`src/rtl/ows_pkg.sv`:
```
// Shared definitions for the 1-wire ROM command decoder: FSM states,
// ROM command codes, widths and the default device ROM code.
package ows_pkg;

    localparam int unsigned BYTE_W = 8;
    localparam int unsigned ROM_W  = 64;
    localparam int unsigned CNT_W  = 3;

    localparam logic [BYTE_W-1:0] ROM_CMD_MATCH = 8'h55;
    localparam logic [BYTE_W-1:0] ROM_CMD_SKIP  = 8'hCC;

    localparam logic [ROM_W-1:0] ROM_ID_DEFAULT = 64'hA200000B1C3D4E28;

    typedef enum logic [2:0] {
        ST_IDLE,
        ST_ROM_CMD,
        ST_MATCH,
        ST_FUNC_CMD,
        ST_PAYLOAD,
        ST_DESELECT
    } ows_state_t;

endpackage

```
`src/rtl/ows_rom_decoder_if.sv`:
```
// Byte-level link between the 1-wire receiver (master) and the ROM decoder (slave).
interface ows_rom_decoder_if #(
    parameter int unsigned DATA_WIDTH = 8
);
    logic                  bus_reset;
    logic [DATA_WIDTH-1:0] rx_data;
    logic                  rx_write;
    logic                  selected;
    logic [7:0]            func_cmd;
    logic                  func_valid;
    logic [7:0]            payload_data;
    logic                  payload_valid;
    logic                  rom_err;

    modport master (
        output bus_reset, rx_data, rx_write,
        input  selected, func_cmd, func_valid, payload_data, payload_valid, rom_err
    );

    modport slave (
        input  bus_reset, rx_data, rx_write,
        output selected, func_cmd, func_valid, payload_data, payload_valid, rom_err
    );
endinterface

```
`src/rtl/ows_rom_decoder.sv`:
```
// 1-wire ROM command decoder: tracks Match ROM / Skip ROM after each bus
// reset, then forwards the function command and payload bytes.
// Optional feature: define OWS_SKIP_ROM_EN to let 0xCC (Skip ROM) select
// the device; by default 0xCC is reported as an unsupported ROM command.
module ows_rom_decoder
    import ows_pkg::*;
#(
    parameter int unsigned      DATA_WIDTH = 8,
    parameter logic [ROM_W-1:0] ROM_ID     = ROM_ID_DEFAULT
) (
    input  logic              clk,
    input  logic              rst_n,
    ows_rom_decoder_if.slave  bus
);

`ifdef OWS_SKIP_ROM_EN
    localparam bit SKIP_ROM_EN = 1'b1;
`else
    localparam bit SKIP_ROM_EN = 1'b0;
`endif

    ows_state_t         state;
    logic [CNT_W-1:0]   byte_cnt;
    logic               selected_q;
    logic [BYTE_W-1:0]  func_cmd_q;
    logic               func_valid_q;
    logic [BYTE_W-1:0]  payload_data_q;
    logic               payload_valid_q;
    logic               rom_err_q;

    logic [DATA_WIDTH-1:0] rx_word;
    logic [BYTE_W-1:0]     rx_byte;
    logic [BYTE_W-1:0]     rom_byte;

    // Received byte and the ROM code byte currently expected in MATCH
    assign rx_word  = bus.rx_data;
    assign rx_byte  = rx_word[BYTE_W-1:0];
    assign rom_byte = ROM_ID[{byte_cnt, 3'b000} +: BYTE_W];

    // Decoder FSM with registered outputs; bus_reset overrides any byte
    always_ff @(posedge clk) begin
        if (!rst_n) begin
            state           <= ST_IDLE;
            byte_cnt        <= '0;
            selected_q      <= 1'b0;
            func_cmd_q      <= '0;
            func_valid_q    <= 1'b0;
            payload_data_q  <= '0;
            payload_valid_q <= 1'b0;
            rom_err_q       <= 1'b0;
        end else begin
            func_valid_q    <= 1'b0;
            payload_valid_q <= 1'b0;
            rom_err_q       <= 1'b0;
            if (bus.bus_reset) begin
                state      <= ST_ROM_CMD;
                byte_cnt   <= '0;
                selected_q <= 1'b0;
            end else if (bus.rx_write) begin
                unique case (state)
                    ST_ROM_CMD: begin
                        if (rx_byte == ROM_CMD_MATCH) begin
                            state    <= ST_MATCH;
                            byte_cnt <= '0;
                        end else if (SKIP_ROM_EN && (rx_byte == ROM_CMD_SKIP)) begin
                            state      <= ST_FUNC_CMD;
                            selected_q <= 1'b1;
                        end else begin
                            state     <= ST_DESELECT;
                            rom_err_q <= 1'b1;
                        end
                    end
                    ST_MATCH: begin
                        if (rx_byte != rom_byte) begin
                            state     <= ST_DESELECT;
                            byte_cnt  <= '0;
                            rom_err_q <= 1'b1;
                        end else if (byte_cnt == CNT_W'(7)) begin
                            // Last ROM byte matched: leave MATCH rather than wrap
                            state      <= ST_FUNC_CMD;
                            byte_cnt   <= '0;
                            selected_q <= 1'b1;
                        end else begin
                            byte_cnt <= byte_cnt + CNT_W'(1);
                        end
                    end
                    ST_FUNC_CMD: begin
                        func_cmd_q   <= rx_byte;
                        func_valid_q <= 1'b1;
                        state        <= ST_PAYLOAD;
                    end
                    ST_PAYLOAD: begin
                        payload_data_q  <= rx_byte;
                        payload_valid_q <= 1'b1;
                    end
                    ST_DESELECT: begin
                        selected_q <= 1'b0;
                    end
                    ST_IDLE: begin
                        state <= ST_IDLE;
                    end
                    default: begin
                        state <= ST_IDLE;
                    end
                endcase
            end
        end
    end

    // Drive the registered results onto the interface
    assign bus.selected      = selected_q;
    assign bus.func_cmd      = func_cmd_q;
    assign bus.func_valid    = func_valid_q;
    assign bus.payload_data  = payload_data_q;
    assign bus.payload_valid = payload_valid_q;
    assign bus.rom_err       = rom_err_q;

endmodule
```
`src/flat_wrapper.sv`:
```
// flat-port wrapper written by rule: the top's interface ports become plain ports
module ows_rom_decoder_flat import ows_pkg::*;
#(
    parameter int unsigned      DATA_WIDTH = 8,
    parameter logic [ROM_W-1:0] ROM_ID     = ROM_ID_DEFAULT
)
  (clk, rst_n, bus_bus_reset, bus_rx_data, bus_rx_write, bus_selected, bus_func_cmd, bus_func_valid, bus_payload_data, bus_payload_valid, bus_rom_err);
  ows_rom_decoder_if #(.DATA_WIDTH(DATA_WIDTH)) bus_i ();
  input  logic clk;
  input  logic rst_n;
  input wire logic [$bits(bus_i.bus_reset)-1:0] bus_bus_reset;
  input wire logic [$bits(bus_i.rx_data)-1:0] bus_rx_data;
  input wire logic [$bits(bus_i.rx_write)-1:0] bus_rx_write;
  output wire logic [$bits(bus_i.selected)-1:0] bus_selected;
  output wire logic [$bits(bus_i.func_cmd)-1:0] bus_func_cmd;
  output wire logic [$bits(bus_i.func_valid)-1:0] bus_func_valid;
  output wire logic [$bits(bus_i.payload_data)-1:0] bus_payload_data;
  output wire logic [$bits(bus_i.payload_valid)-1:0] bus_payload_valid;
  output wire logic [$bits(bus_i.rom_err)-1:0] bus_rom_err;
  assign bus_i.bus_reset = bus_bus_reset;
  assign bus_i.rx_data = bus_rx_data;
  assign bus_i.rx_write = bus_rx_write;
  assign bus_selected = bus_i.selected;
  assign bus_func_cmd = bus_i.func_cmd;
  assign bus_func_valid = bus_i.func_valid;
  assign bus_payload_data = bus_i.payload_data;
  assign bus_payload_valid = bus_i.payload_valid;
  assign bus_rom_err = bus_i.rom_err;
  ows_rom_decoder #(.DATA_WIDTH(DATA_WIDTH), .ROM_ID(ROM_ID)) u_core (.clk(clk), .rst_n(rst_n), .bus(bus_i));
endmodule
```
`config.mk`:
```
export PLATFORM = sky130hd
export DESIGN_NAME = ows_rom_decoder_flat
export DESIGN_NICKNAME = d
export VERILOG_FILES = /design/src/rtl/ows_pkg.sv /design/src/rtl/ows_rom_decoder_if.sv /design/src/rtl/ows_rom_decoder.sv /design/src/flat_wrapper.sv
export SDC_FILE = /design/constraint.sdc
export NUM_CORES = 1
export LEC_CHECK = 0
export CAP_MARGIN = 15
export CORE_ASPECT_RATIO = 1.2
export CORE_MARGIN = 3
export CORE_UTILIZATION = 44
export DETAILED_ROUTE_END_ITERATION = 16
export PLACE_DENSITY = 0.75
export SLEW_MARGIN = 20
export SYNTH_ARGS = -nofsm -noshare
export SYNTH_HDL_FRONTEND = slang
export SYNTH_SLANG_ARGS = --single-unit
```
`constraint.sdc`:
```
create_clock -name clk -period 2.2 [get_ports clk]
set_input_delay 0.44 -clock clk [delete_from_list [all_inputs] [get_ports clk]]
set_output_delay 0.44 -clock clk [all_outputs]
set_load 0.01 [all_outputs]
```
==> impl_metrics.ini <==
[worst_setup_path]
cp-start-kind = flip-flop
worstSetupEndpoint = u_core.byte_cnt[1]$_SDFFE_PP0P_
end_kind = flip-flop
crit_fanout = 3
critPathKind = reg -> reg
r2r_end = u_core.byte_cnt[1]$_SDFFE_PP0P_
critPathSlowestCell = or4b_4
cp_common_cell = a21oi_2
r2r_slack_ns = -0.14
slowest_delay_ns = 0.50
path_cells = inv_2, ha_4, or3b_1, a21oi_2, o22ai_2, or3_4, or4b_4, a21oi_2
r2r_start = u_core.byte_cnt[1]$_SDFFE_PP0P_
required_ns = 2.49
startpoint = u_core.byte_cnt[1]$_SDFFE_PP0P_
crit_arrival_ns = 2.63
worst_r2r_path_depth = 8

[detailed_routing]
dr_wl_met2_um = 2020
drtPass1Iterations = 4
drc = 0
wl_met1_um = 1490
first_iter_violations = 48
dr_total_vias = 1352
post_drt_wl_per_cell_um = 15.5
wl_met3_um = 228
drt-total-wl_um = 3870
postRouteAntennaNets = 0
vias_per_cell = 5.41
highest_layer = met4

[global_routing]
track_usage = 0.209
antenna_found_initial = 0
grt_max_degree = 20
grt_pass1_wl_um = 6130
grt_pass1_vias = 1336
grt_overflow_total = 0

[floorplanning]
die_area_mm2 = 0.00384
ios = 32
start_util = 0.477
fp-row-count = 21
die_h_um = 67.3
core_area_mm2 = 0.00289
die_w_um = 57.1

[cts]
cts.sinks = 26
cts.reportedPaths.clkPinSlew_ns = 0.15
clk_path_buf_depth = 2
root_buffer = clkbuf_4
cts_tree = done
numCtsBuffers = 3
hold_buffers = 0
insertion_delay_ns = 0.34
htree_levels = 1

[yosys]
synth_ff_type = dfxtp_1
ys_async_sr_fraction = 0
syn_area_per_cell_um2 = 9.13
synth-seq-area-share = 0.377
yosys_warnings = 0
synth_top_area_cell = dfxtp_1
netlist_instances = 151
synth_area_leaders = dfxtp_1, mux2i_1, nor2b_1, ha_1, nand2_1
ys_types = 38
synth_nets = 168
synthesis.area_mm2 = 0.00138
synth_edf_count = 0
synth_top_area_share = 0.377
ys_seq_elements = 26

[sta]
rsz0062_at_grt = true
tightest_slew_ns = 0.405
slew_viol_final = 0
setup_ws_ns = -0.136
min_period_over_period = 1.06
relSlewSlack = 0.729
worst_hold_slack_ns = 0.489
finalHoldViolCount = 0
setup_viol = 3
final.setup_skew_ns = 0.00847
period_needed_ns = 2.34
clock.fmax_mhz = 428

[placed_design]
dp_cells = 243
io_buffer_count = 31
placed_area_mm2 = 0.00196
dp.final_hpwl_um = 2660
gp_congestion = 0.866

[final_layout]
multi_input_area_um2 = 910
layout_common_cells = buf_4, clkdlybuf4s50_1, dfxtp_1, nor2b_1, mux2i_1
antenna-diode-count = 0
final_common_cell = buf_4
area_delta_synth_final_pct = 55.4
final_area_mm2 = 0.00214
register_area_um2 = 526
final_core_util = 0.742
drive_gt1_frac = 0.296
fill_cells = 206
nets = 234
final_cells = 250

[status]
outcome = finished with violations
violations = negative setup slack

[flow_run]
drv_cap = 0

[power]
power_mw = 0.930
power.density_mw_per_mm2 = 434
p_leak_nw = 0.779
ir_drop_v = 0.000462

[hold_path]
hold_path_class = reg -> reg
==> cell type report <==
cell class                 instances  share of cell area
clock buffer                       3              0.0105
clock inverter                     1              0.0140
inverter                           6              0.0117
multi-input combinational        113               0.424
sequential                        26               0.245
tap                               34              0.0198
timing repair buffer              67               0.274
==> layer usage <==
| layer | up-vias | track usage |
|---|---|---|
| met1 | 621 | 0.216 |
| met3 | 14 | 0.0459 |
| met2 | 56 | 0.401 |
| met4 | 0 | 0.0928 |
| met5 | - | 0 |
| li1 | 661 | - |
==> what timing repair did <==
| action | 4_1_cts | 5_1_grt |
|---|---|---|
| setup endpoints to repair | 5 | 5 |
| resized for setup | 13 | 12 |
| pin swaps | 12 | 9 |
| buffers inserted | 2 | 1 |
==> registers in the layout, indices dropped and copies added (netlist names) <==
signal / count
u_core.bus.func_cmd: 8
u_core.bus.payload_data: 8
u_core.byte_cnt: 3
u_core.state: 3
u_core.bus.func_valid: 1
u_core.bus.payload_valid: 1
u_core.bus.rom_err: 1
u_core.bus.selected: 1
==> synthesized netlist by cell type (all sizes together) (3+ instances only) <==
master	n
nor3	3
a31oi	3
nor2b	21
nor4	3
inv	6
mux2i	16
nand2	11
nor4bb	3
a21oi	7
nor2	3
clkbuf	5
xor2	4
nand3	4
or3	3
o21ai	5
dfxtp	26
ha	5
==> through the flow <==
stage                     setup TNS (ns)  worst slack [ns]
final                             -0.357            -0.136
after global routing              -0.661            -0.203
after CTS                         -0.197            -0.149
after detailed placement           -2.19            -0.421
after global placement             -1.74            -0.348
after floorplan                -0.000150         -0.000150
==> worst min path at each step <==
stage	start	endpoint	slack (ns)	cells past startpoint
6_report	u_core.bus.selected$_SDFFE_PP0P_	u_core.bus.selected$_SDFFE_PP0P_	0.49	2
4_1_cts	u_core.bus.selected$_SDFFE_PP0P_	u_core.bus.selected$_SDFFE_PP0P_	0.49	2
3_5_place_dp	u_core.bus.selected$_SDFFE_PP0P_	u_core.bus.selected$_SDFFE_PP0P_	0.47	2
2_1_floorplan	u_core.byte_cnt[0]$_SDFFE_PP0P_	u_core.byte_cnt[0]$_SDFFE_PP0P_	0.46	2
3_3_place_gp	u_core.bus.selected$_SDFFE_PP0P_	u_core.bus.selected$_SDFFE_PP0P_	0.47	2
5_1_grt	u_core.bus.selected$_SDFFE_PP0P_	u_core.bus.selected$_SDFFE_PP0P_	0.51	2
==> power breakdown <==
part	switching [mW]	internal, mW	total [mW]
Clock	0.158	0.185	0.343
Sequential	0.00190	0.473	0.475
Combinational	0.0492	0.0626	0.112
==> worst max-delay path: cells and delay by family (launching register included) <==
kind	cells	cell delay, ns
AO/OA/AOI/OAI	3	0.42
adder cells (fa/ha/maj)	1	0.17
buffers and inverters	1	0.06
flip-flops	1	0.39
AND/OR/NAND/NOR	3	1.23
==> cell families (layout without fill, tap and decap cells) <==
group	Yosys count	in the layout	share of synthesized area
AND/OR/NAND/NOR	63	63	0.286
flip-flops	26	26	0.377
AO/OA/AOI/OAI	23	23	0.102
multiplexers	16	16	0.116
buffers and inverters	12	77	0.0354
XOR/XNOR	6	6	0.0381
adder cells (fa/ha/maj)	5	5	0.0454
Power figures use the tool's default switching activity.
